--- config.mk ---
export PLATFORM = sky130hd
export DESIGN_NAME = alu_pipe
export DESIGN_NICKNAME = d
export VERILOG_FILES = /design/src/rtl/alu_pkg.sv /design/src/rtl/alu_res_fifo.sv /design/src/rtl/alu_pipe.sv
export SDC_FILE = /design/constraint.sdc
export NUM_CORES = 1
export LEC_CHECK = 0
export CAP_MARGIN = 10
export CORE_MARGIN = 10
export CORE_UTILIZATION = 55
export CTS_BUF_LIST = sky130_fd_sc_hd__clkbuf_4 sky130_fd_sc_hd__clkbuf_8
export DETAILED_ROUTE_END_ITERATION = 10
export DONT_BUFFER_PORTS = 1
export PLACE_DENSITY = 0.78
export REMOVE_ABC_BUFFERS = 1
export SYNTH_ARGS = -nofsm -noshare
export SYNTH_HDL_FRONTEND = slang
export SYNTH_SLANG_ARGS = --single-unit
--- constraint.sdc ---
create_clock -name clk_i -period 6.4 [get_ports clk_i]
set_input_delay 1.28 -clock clk_i [delete_from_list [all_inputs] [get_ports clk_i]]
set_output_delay 1.28 -clock clk_i [all_outputs]
set_load 0.02 [all_outputs]
--- src/rtl/alu_pkg.sv ---
// Shared types for the pipelined ALU: opcode encoding and result flag layout.
package alu_pkg;

   localparam int unsigned ALU_OP_W = 3;

   typedef enum logic [ALU_OP_W-1:0] {
      OpAdd = 3'd0,
      OpSub = 3'd1,
      OpAnd = 3'd2,
      OpOr  = 3'd3,
      OpXor = 3'd4,
      OpShl = 3'd5,
      OpShr = 3'd6,
      OpMul = 3'd7
   } alu_op_e;

   typedef struct packed {
      logic err;
      logic ovf;
      logic carry;
      logic zero;
   } alu_flags_t;

endpackage

--- src/rtl/alu_res_fifo.sv ---
// Result buffer for alu_pipe: power-of-two circular FIFO with an occupancy count.
// Read data is forced to zero while empty so an idle output port reads as all zeros.
module alu_res_fifo #(
   parameter int unsigned DEPTH = 4,
   parameter int unsigned DW    = 8
) (
   input  logic                   clk_i,
   input  logic                   rst_i,
   input  logic                   push_i,
   input  logic [DW-1:0]          wdata_i,
   input  logic                   pop_i,
   output logic                   valid_o,
   output logic [DW-1:0]          rdata_o,
   output logic [$clog2(DEPTH):0] count_o
);

   localparam int unsigned PtrW = $clog2(DEPTH);

   logic [DW-1:0]   mem_q [DEPTH];
   logic [PtrW-1:0] wr_ptr_q, wr_ptr_d;
   logic [PtrW-1:0] rd_ptr_q, rd_ptr_d;
   logic [PtrW:0]   count_q, count_d;
   logic            push_en, pop_en;

   // A push into a full FIFO is only taken when the same cycle frees an entry.
   assign pop_en  = pop_i && (count_q != '0);
   assign push_en = push_i && ((count_q != (PtrW+1)'(DEPTH)) || pop_en);

   always_comb begin
      wr_ptr_d = wr_ptr_q;
      rd_ptr_d = rd_ptr_q;
      count_d  = count_q;
      if (push_en) wr_ptr_d = wr_ptr_q + PtrW'(1);
      if (pop_en)  rd_ptr_d = rd_ptr_q + PtrW'(1);
      unique case ({push_en, pop_en})
         2'b10:   count_d = count_q + (PtrW+1)'(1);
         2'b01:   count_d = count_q - (PtrW+1)'(1);
         default: count_d = count_q;
      endcase
   end

   always_ff @(posedge clk_i or posedge rst_i) begin
      if (rst_i) begin
         wr_ptr_q <= '0;
         rd_ptr_q <= '0;
         count_q  <= '0;
      end else begin
         wr_ptr_q <= wr_ptr_d;
         rd_ptr_q <= rd_ptr_d;
         count_q  <= count_d;
      end
   end

   always_ff @(posedge clk_i) begin
      if (push_en) mem_q[wr_ptr_q] <= wdata_i;
   end

   assign valid_o = (count_q != '0);
   assign rdata_o = valid_o ? mem_q[rd_ptr_q] : '0;
   assign count_o = count_q;

endmodule

--- src/rtl/alu_pipe.sv ---
// Two-stage pipelined ALU with credit-based input flow control and an output result FIFO.
// Define ALU_MUL_EN to build the unsigned multiplier for op 7; otherwise op 7 reports err.
module alu_pipe
   import alu_pkg::*;
#(
   parameter int unsigned WIDTH      = 8,
   parameter int unsigned FIFO_DEPTH = 4,
   parameter int unsigned ID_W       = 4
) (
   input  logic                  clk_i,
   input  logic                  rst_i,
   input  logic                  in_valid_i,
   output logic                  in_ready_o,
   input  logic [ALU_OP_W-1:0]   in_op_i,
   input  logic [WIDTH-1:0]      in_a_i,
   input  logic [WIDTH-1:0]      in_b_i,
   output logic                  out_valid_o,
   input  logic                  out_ready_i,
   output logic [2*WIDTH-1:0]    out_res_o,
   output logic [3:0]            out_flags_o,
   output logic [ID_W-1:0]       out_id_o
);

   localparam int unsigned ResW = 2 * WIDTH;
   localparam int unsigned PayW = ResW + 4 + ID_W;
   localparam int unsigned CntW = $clog2(FIFO_DEPTH) + 1;

   logic              rdy_en_q;
   logic              accept;
   logic [ID_W-1:0]   id_q, id_d;

   logic              s1_v_q;
   alu_op_e           s1_op_q;
   logic [WIDTH-1:0]  s1_a_q, s1_b_q;
   logic [ID_W-1:0]   s1_id_q;

   logic              s2_v_q;
   logic [ResW-1:0]   s2_res_q, res_d;
   alu_flags_t        s2_flags_q, flags_d;
   logic [ID_W-1:0]   s2_id_q;

   logic [WIDTH:0]    sum, diff;
   logic [WIDTH-1:0]  lo;
   logic              fifo_valid;
   logic [PayW-1:0]   fifo_rdata;
   logic [CntW-1:0]   fifo_cnt;
   logic [CntW:0]     inflight;

   // Every accepted op already owns a FIFO slot, so the pipe never has to stall.
   assign inflight   = {1'b0, fifo_cnt} + (CntW+1)'(s1_v_q) + (CntW+1)'(s2_v_q);
   assign in_ready_o = rdy_en_q && (inflight < (CntW+1)'(FIFO_DEPTH));
   assign accept     = in_valid_i && in_ready_o;
   assign id_d       = accept ? id_q + ID_W'(1) : id_q;

`ifdef ALU_MUL_EN
   logic [ResW-1:0] prod;
   assign prod = {{WIDTH{1'b0}}, s1_a_q} * {{WIDTH{1'b0}}, s1_b_q};
`endif

   always_comb begin
      sum     = {1'b0, s1_a_q} + {1'b0, s1_b_q};
      diff    = {1'b0, s1_a_q} - {1'b0, s1_b_q};
      lo      = '0;
      flags_d = '0;
      unique case (s1_op_q)
         OpAdd: begin
            lo            = sum[WIDTH-1:0];
            flags_d.carry = sum[WIDTH];
            flags_d.ovf   = (s1_a_q[WIDTH-1] == s1_b_q[WIDTH-1]) &&
                            (sum[WIDTH-1] != s1_a_q[WIDTH-1]);
         end
         OpSub: begin
            lo            = diff[WIDTH-1:0];
            flags_d.carry = diff[WIDTH];
            flags_d.ovf   = (s1_a_q[WIDTH-1] != s1_b_q[WIDTH-1]) &&
                            (diff[WIDTH-1] != s1_a_q[WIDTH-1]);
         end
         OpAnd: lo = s1_a_q & s1_b_q;
         OpOr:  lo = s1_a_q | s1_b_q;
         OpXor: lo = s1_a_q ^ s1_b_q;
         OpShl: lo = s1_a_q << s1_b_q[2:0];
         OpShr: lo = s1_a_q >> s1_b_q[2:0];
`ifdef ALU_MUL_EN
         OpMul: lo = '0;
`else
         OpMul: flags_d.err = 1'b1;
`endif
         default: flags_d.err = 1'b1;
      endcase
      res_d = {{WIDTH{1'b0}}, lo};
`ifdef ALU_MUL_EN
      if (s1_op_q == OpMul) res_d = prod;
`endif
      flags_d.zero = (res_d == '0) && !flags_d.err;
   end

   always_ff @(posedge clk_i or posedge rst_i) begin
      if (rst_i) begin
         rdy_en_q   <= 1'b0;
         id_q       <= '0;
         s1_v_q     <= 1'b0;
         s1_op_q    <= OpAdd;
         s1_a_q     <= '0;
         s1_b_q     <= '0;
         s1_id_q    <= '0;
         s2_v_q     <= 1'b0;
         s2_res_q   <= '0;
         s2_flags_q <= '0;
         s2_id_q    <= '0;
      end else begin
         rdy_en_q <= 1'b1;
         id_q     <= id_d;
         s1_v_q   <= accept;
         if (accept) begin
            s1_op_q <= alu_op_e'(in_op_i);
            s1_a_q  <= in_a_i;
            s1_b_q  <= in_b_i;
            s1_id_q <= id_q;
         end
         s2_v_q <= s1_v_q;
         if (s1_v_q) begin
            s2_res_q   <= res_d;
            s2_flags_q <= flags_d;
            s2_id_q    <= s1_id_q;
         end
      end
   end

   alu_res_fifo #(
      .DEPTH (FIFO_DEPTH),
      .DW    (PayW)
   ) u_fifo (
      .clk_i   (clk_i),
      .rst_i   (rst_i),
      .push_i  (s2_v_q),
      .wdata_i ({s2_res_q, s2_flags_q, s2_id_q}),
      .pop_i   (out_ready_i),
      .valid_o (fifo_valid),
      .rdata_o (fifo_rdata),
      .count_o (fifo_cnt)
   );

   assign out_valid_o = fifo_valid;
   assign out_res_o   = fifo_rdata[PayW-1 -: ResW];
   assign out_flags_o = fifo_rdata[ID_W +: 4];
   assign out_id_o    = fifo_rdata[ID_W-1:0];

endmodule

# == Word level (Yosys, flattened, before mapping) ==
# Memory sizes are Yosys's and may differ from the RTL's.
# Cells that the tools add are included.
# Widths: inputs -> output; s select.
# word_totals
reg_bits,53
ramBits,64
inputBits,23
out_inout_bits,26
memories,1
# mem_list
memory,depth,word_bits,read_ports,rd_ports_with_merged_regs,wr,line_no,rtl
u_fifo.mem_q,4,16,1,0,1,alu_res_fifo.sv:19,logic [DW-1:0] mem_q [DEPTH];
# op_classes
add_sub_neg,9
magnitude_cmp,1
eq_ne,14
n_shift,2
muxes,7
n_bitwise,3
n_reduce_logical,13
# op_table
op,count
$pmux 8 s7,1
$mux 24,1
$eq 3x3->1 const B,4
$add 8x8->9,1
$sub 8x8->9,1
$and 8x8->8,1
$logic_not 8->1,1
$or 8x8->8,1
$shl 8x3->8,1
$shr 8x3->8,1
$xor 8x8->8,1
$logic_and 1x1->1,7
$eq 3x2->1 const B,2
$pmux 3 s2,1
$add 2x1->2 const B,2
$add 3x1->4,1
$add 4x1->4,1
$add 4x1->4 const B,1
$lt 4x3->1 const B,1
$pmux 2 s2,1
$add 3x1->3 const B,1
$eq 3x1->1 const B,1
$logic_not 3->1,1
$mux 1,3
10 further kinds,12

# == Longest topological paths before layout ==
# Gate-level depths: netlist of run 1.
# depth
ltp_word,6
depth_mapped,11

# == Hierarchy ==
# A second synthesis of run 1 with hierarchy kept.
# unflattened
hier_cells,605
hier_area_um2,7594.8
# by_module_without_submodules
module,instances,cells_each,area_each_um2,seq_area_each_um2
alu_res_fifo,1,208,4179.0,3057.9
alu_pipe,1,397,3415.8,1151.1

# == Least setup slack after synthesis of run 1 ==
# No wires, ideal clock.
# synth_timing
path_type,flip-flop to output port
start,register u_fifo.rd_ptr_q[0]
end,output port out_flags_o[3]
arrival_ps,1858
setup_slack_ps,3262
path_stages_with_launch,5
cell_sequence,dfrtp_1 clkbuf_1 buf_2 mux4_2 and2_1
# synth_between
elab_chain_cells,2
# synth_rtl
element,line_no,rtl
start: declaration,alu_res_fifo.sv:21,"logic [PtrW-1:0] rd_ptr_q, rd_ptr_d;"
start signal: assignment,alu_res_fifo.sv:49,rd_ptr_q <= rd_ptr_d;
$mem_v2 4x16,--,
$mux 24,alu_res_fifo.sv:59,assign rdata_o = valid_o ? mem_q[rd_ptr_q] : '0;
end: declaration,alu_pipe.sv:20,"output logic [3:0] out_flags_o,"
# Every way passes these cells.

# == Worst setup path after layout of run 1 ==
# layout_timing
start,register s1_b_q[1]
end,register s2_flags_q[0] in the netlist's numbering
# layout_between
elab_chain_cells,4
elab_cells_between_ends,10
cone_classes,add/sub (2); shift (2); mux (1); bitwise (3); reduce/logical (2)
# layout_rtl
element,line_no,rtl
start: declaration,alu_pipe.sv:34,"logic [WIDTH-1:0] s1_a_q, s1_b_q;"
start signal: assignment,alu_pipe.sv:117,s1_b_q <= in_b_i;
"$sub 8x8->9, or another cell as far along",alu_pipe.sv:62,"diff = {1'b0, s1_a_q} - {1'b0, s1_b_q};"
$pmux 8 s7 *,alu_pipe.sv:65,unique case (s1_op_q)
$logic_not 8->1 *,alu_pipe.sv:94,flags_d.zero = (res_d == '0) && !flags_d.err;
$logic_and 1x1->1 *,alu_pipe.sv:94,
end signal: assignment,alu_pipe.sv:123,s2_flags_q <= flags_d;
end: declaration,alu_pipe.sv:39,"alu_flags_t s2_flags_q, flags_d;"
# Mark *: on every way between the ends. The rest lies on a longest branch, timed or not.
# A chain may end at the register's enable or synchronous reset.

==> results.cfg, run 1 <==
[synth]
yosysSeqAreaShare_pct = 51.3
synth_seq_cells = 117
synth_common_cells = edfxtp_1 (64), nand2_1 (61), dfrtp_1 (53)
ys_warn_count = 0
synth_area_leaders = edfxtp_1 (30%), dfrtp_1 (21%), mux4_2 (8.5%), ha_1 (6.5%), nand2_1 (3.6%)
yosys.area.top_type_share_pct = 30.4
ys.flop_type = edfxtp_1
synth_edf_count = 64
avgSynthCellArea_um2 = 12.2
ys_types = 73
syn_inst = 520
netlist_area_um2 = 6330
synth.most_common_cell = edfxtp_1
synth_top_area_cell = edfxtp_1
synthArstFlopShare_pct = 45.3

[drt]
wl_per_cell_um = 19.2
drtIter0Drc = 241
drt.antenna.violating_nets = 0
detail_route.vias_per_cell = 5.86
num_vias = 3906
drc = 0
dr.pass1.iters = 4
totalWireLength_mm = 12.8

[die]
std_cell_rows = 39
core_region_area_um2 = 11300
die_y_um = 127
fp.dieW_um = 127
start_util_pct = 55.9
io-pin-count = 49
dieArea_um2 = 16200

[clocking]
cts.path.max_buffers = 2
cts_setup_buffers = 0
worstSkewPairLatency_ps = 430
post_cts_resized = 0
numCtsBuffers = 17
clk_pin_slew_ps = 90
cts_tree = done
numClockSinks = 117
h-tree-depth = 4
root_buffer = clkbuf_8
cts_hold_buf = 0

[critical_path]
cp_max_fo = 20
worstPathRequired_ps = 6720
cp-start-kind = flip-flop
worstPathArrival_ps = 4010
critPathKind = reg2reg
r2r_cells = 9
crit_path_end_kind = flip-flop

[flow_run]
max_cap_viol_count = 0

[timing]
final-setup-viol-count = 0
rsz0062_at_grt = false
fin_skew_ps = 18.3
fin_tns_setup_ps = 0
hold_viol_final = 0
worst_slew_pin_slew_ps = 1090
post-route-period-util_pct = 57.8
finalCriticalPeriod_ps = 3700
maxSlewViolCount = 0
slew_headroom_pct = 27.2
max_freq_mhz = 270

[layout]
final_util_pct = 58.8
syn_to_final_growth_pct = 5.28
drive_above_1_share_pct = 15.3
n_fill_cell = 931
fin_nets = 570
n_antenna_cell = 0

[placed_design]
place_hpwl_mm = 9.00
numPortBuffers = 0
place_congestion = 0.939

[global_route]
overflow = 0
grt.total_usage_pct = 16.3
grt_antenna_before_repair = 0
grt_max_degree = 54
grt_pass1_wl_mm = 21.1
grt_pass1_vias = 4070

[power_and_ir_drop]
ir_drop_v = 0.000282
p_per_area_nw_per_um2 = 544
p_leak_uw = 0.00262

[hold_path]
whs_path_depth = 2
hold_path.class = reg2reg

[run_status]
outcome = complete, no violations
## metrics by stage
stage | setup WS, ps | power (uW) | instance area [um2] | instances | hold WS (ps)
6_report | 2700 | 3620 | 6660 | 667 | 478
5_1_grt | 2420 | 3900 | 6660 | 667 | 497
4_1_cts | 2660 | 3640 | 6660 | 667 | 480
3_5_place_dp | 2690 | 2990 | 6280 | 635 | 460
3_3_place_gp | 2860 | 2940 | 6280 | 635 | 458
2_1_floorplan | 3100 | 2550 | 6080 | 489 | 440
## final timing paths
path / start / end / slack (ps)
max in group asynchronous: rst_i / s2_res_q[7]$_DFFE_PP0P_ / 4720
min in group asynchronous: rst_i / s1_b_q[3]$_DFFE_PP0P_ / 1000
setup / recovery: s1_b_q[1]$_DFFE_PP0P_ / s2_flags_q[0]$_DFFE_PP0P_ / 2700
setup reg to reg: s1_b_q[1]$_DFFE_PP0P_ / s2_flags_q[0]$_DFFE_PP0P_ / 2700
hold / removal: s1_id_q[0]$_DFFE_PP0P_ / s1_id_q[0]$_DFFE_PP0P_ / 480
hold reg to reg: s1_id_q[0]$_DFFE_PP0P_ / s1_id_q[0]$_DFFE_PP0P_ / 480
## worst max-delay path, cell delays in order, from the launching register on
cell and delay, ps:
dfrtp_1 830, inv_1 380, ha_1 420, o21ba_1 210
or4_4 430, nand4b_2 120, a211oi_1 70, or3b_1 380
or4_1 510, o32ai_1 230
## routing by layer
| layer | vias up | part of all wire, % | track usage [%] |
|---|---|---|---|
| met2 | 116 | 47 | 25.8 |
| li1 | 1847 | - | - |
| met4 | 0 | 2.3 | 6.36 |
| met3 | 20 | 4.6 | 4.51 |
| met5 | - | 0 | 0 |
| met1 | 1923 | 46 | 21.0 |
## cells in the final DEF (no fill, tap or decap), types with 6 or more instances in the layout
cell type  count
ha_1          33
nand2_1       61
conb_1         9
nor2_1        23
clkbuf_8      17
edfxtp_1      64
mux4_2        24
mux2i_1        6
o21ai_0       21
o22ai_1        9
xnor2_1       11
and2_1        21
inv_1         33
dfrtp_1       53
a21oi_1       16
mux2_2         7
## report_power, final
group | total [uW] | leakage (uW) | internal (uW) | switching [uW]
clock | 640 | 0.000190 | 316 | 324
sequential | 1340 | 0.00124 | 1030 | 301
combinational | 1650 | 0.00118 | 718 | 931
## logic make-up (layout without fill, tap and decap cells)
kind of cell	after synthesis	in the layout	synth area share [%]
and+or+nand+nor	146	146	11.4
DFF	117	117	51.3
AOI/OAI and AO/OA	93	93	10.4
buffers and inverters	74	71	6.45
muxes	38	38	10.9
adders and majority gates	36	36	7.47
xor gates and xnor gates	14	14	1.94
other	2	9	0.119
## layout make-up
class / count / area (um2) / share of cell area (%)
well taps: 143 / 179 / 2.69
inverters: 36 / 135 / 2.03
flip-flops and latches: 117 / 3250 / 48.8
clock inverters: 15 / 145 / 2.18
clock buffers: 17 / 234 / 3.51
multi-input cells: 336 / 2700 / 40.5
repair buffers: 3 / 22.5 / 0.338
## sequential cells by signal, indices dropped and copies added (netlist names), 3 cells and up
name and cells:
s1_a_q 8, u_fifo.mem_q 64, s2_id_q 4, s1_b_q 8
id_q 4, s2_res_q 8, u_fifo.count_o 3, s1_id_q 4
s1_op_q 3, s2_flags_q 4
Power figures use the tool's default switching activity.
==> inputs of run 2 (changes only) <==
--- a/config.mk
+++ b/config.mk
@@ -11,7 +11,7 @@
 export CTS_BUF_LIST = sky130_fd_sc_hd__clkbuf_4 sky130_fd_sc_hd__clkbuf_8
 export DETAILED_ROUTE_END_ITERATION = 10
 export DONT_BUFFER_PORTS = 1
-export PLACE_DENSITY = 0.78
+export PLACE_DENSITY = 0.81
 export REMOVE_ABC_BUFFERS = 1
 export SYNTH_ARGS = -nofsm -noshare
 export SYNTH_HDL_FRONTEND = slang
==> constraint.sdc (replaced) <==
create_clock -name clk_i -period 3.36 [get_ports clk_i]
set_input_delay 0.672 -clock clk_i [delete_from_list [all_inputs] [get_ports clk_i]]
set_output_delay 0.672 -clock clk_i [all_outputs]
set_load 0.02 [all_outputs]
==> results.cfg, run 2 (synthesis results as in run 1) <==
[run_status]
outcome = complete, no violations

[global_route]
grt_pass1_vias = 4215
grt.total_usage_pct = 16.7
overflow = 0
grt_antenna_before_repair = 0
grt_pass1_wl_mm = 21.6
grt_max_degree = 35

[timing]
worst_slew_pin_slew_ps = 846
finalCriticalPeriod_ps = 3070
slew_headroom_pct = 43.6
holdWs_ps = 128
fin_skew_ps = 13.7
post-route-period-util_pct = 91.4
max_freq_mhz = 326
rsz0062_at_grt = false
maxSlewViolCount = 0
hold_viol_final = 0
fin_tns_setup_ps = 0
final-setup-viol-count = 0

[drt]
detail_route.vias_per_cell = 5.93
wl_per_cell_um = 19.5
totalWireLength_mm = 13.2
drc = 0
num_vias = 4022
drtIter0Drc = 433
drt.antenna.violating_nets = 0
dr.pass1.iters = 5

[critical_path]
cp-start-kind = flip-flop
worstPathArrival_ps = 3390
r2r_end = s2_flags_q[0]$_DFFE_PP0P_
crit_chain = inv_1 -> ha_1 -> or4_4 -> nand4b_2 -> a211oi_1 -> or3b_1 -> or4_1 -> o32ai_1
max_stage_delay_ps = 590
crit_family = simple AND/OR/NAND/NOR gates
cp_slowest_cell = or4_4
r2r_cells = 8
timing.rr.start = s1_a_q[3]$_DFFE_PP0P_
r2r_setup_slack_ps = 290
cp_max_fo = 11
critPathKind = reg2reg
critical_path_depth = 8
worstPathRequired_ps = 3680
crit_path_end_kind = flip-flop
crit_buf_inv = 1

[clocking]
cts_tree = done
h-tree-depth = 4
clk_pin_slew_ps = 80
cts_hold_buf = 0
cts.path.max_buffers = 2
cts_setup_buffers = 0
worstSkewPairLatency_ps = 430
post_cts_resized = 0
root_buffer = clkbuf_8
numCtsBuffers = 17
numClockSinks = 117

[power_and_ir_drop]
ir_drop_v = 0.000620
p_int_uw = 4230
p_leak_uw = 0.00269
p_seq_share_pct = 33.1
p_clk_share_pct = 19.3
comb_power_share_pct = 47.6
switching_power_uw = 3030
p_sw_share_pct = 41.8
p_per_area_nw_per_um2 = 1070

[die]
core_region_area_um2 = 11300
fp.dieW_um = 127
std_cell_rows = 39
io-pin-count = 49
die_y_um = 127
start_util_pct = 55.9
dieArea_um2 = 16200

[layout]
n_antenna_cell = 0
largest_register_ffs = 64
layout_commonest_cell = edfxtp_1
largest-register = u_fifo.mem_q
fin_nets = 581
final_cell_mix = edfxtp_1 (64), nand2_1 (61), dfrtp_1 (53)
drive_above_1_share_pct = 16.8
syn_to_final_growth_pct = 7.49

[flow_run]
max_cap_viol_count = 0

[hold_path]
hold_path.class = in2async

[placed_design]
numPortBuffers = 0
place_hpwl_mm = 9.47
place_congestion = 0.919
run 2: per-layer routing:
metal,track usage (%),wire [um],vias up
met5,0,0,-
met4,6.83,316,0
met3,4.38,728,23
met2,27.0,6420,153
met1,21.0,5770,1978
li1,-,-,1868
run 2: cell type report:
| cell class | count | area [um2] |
|---|---|---|
| clock buffer | 17 | 234 |
| clock inverter | 15 | 203 |
| inverter | 36 | 135 |
| sequential | 117 | 3250 |
| timing repair buffer | 14 | 105 |
| multi-input combinational | 336 | 2700 |
| tap | 143 | 179 |
| fill | 909 | 4520 |
run 2: power groups by stage:
stage	clock (uW)	sequential, uW	combinational [uW]
3_5_place_dp	0	2430	3410
6_report	1400	2400	3460
5_1_grt	1490	2460	3780
2_1_floorplan	0	2420	2440
4_1_cts	1430	2410	3440
3_3_place_gp	0	2380	3380
run 2: worst max path at each step:
stage / from / endpoint
floorplan: s1_b_q[1]$_DFFE_PP0P_ / s2_flags_q[0]$_DFFE_PP0P_
global placement: s1_a_q[0]$_DFFE_PP0P_ / s2_flags_q[0]$_DFFE_PP0P_
detailed placement: s1_a_q[3]$_DFFE_PP0P_ / s2_flags_q[0]$_DFFE_PP0P_
CTS: s1_a_q[3]$_DFFE_PP0P_ / s2_flags_q[0]$_DFFE_PP0P_
global route: s1_a_q[3]$_DFFE_PP0P_ / s2_flags_q[0]$_DFFE_PP0P_
finish: s1_a_q[3]$_DFFE_PP0P_ / s2_flags_q[0]$_DFFE_PP0P_
run 2: through the flow:
stage                     setup slack (ps)  total power, uW  std cells  utilization [%]  instance area, um2
after detailed placement               328             5840        646             56.2                6360
after floorplan                       57.9             4860        489                -                6080
after global placement                 413             5760        646             56.2                6360
final                                  290             7260        678             60.1                6800
after global routing                   177             7720        678             60.1                6800
after CTS                              309             7270        678             60.1                6800
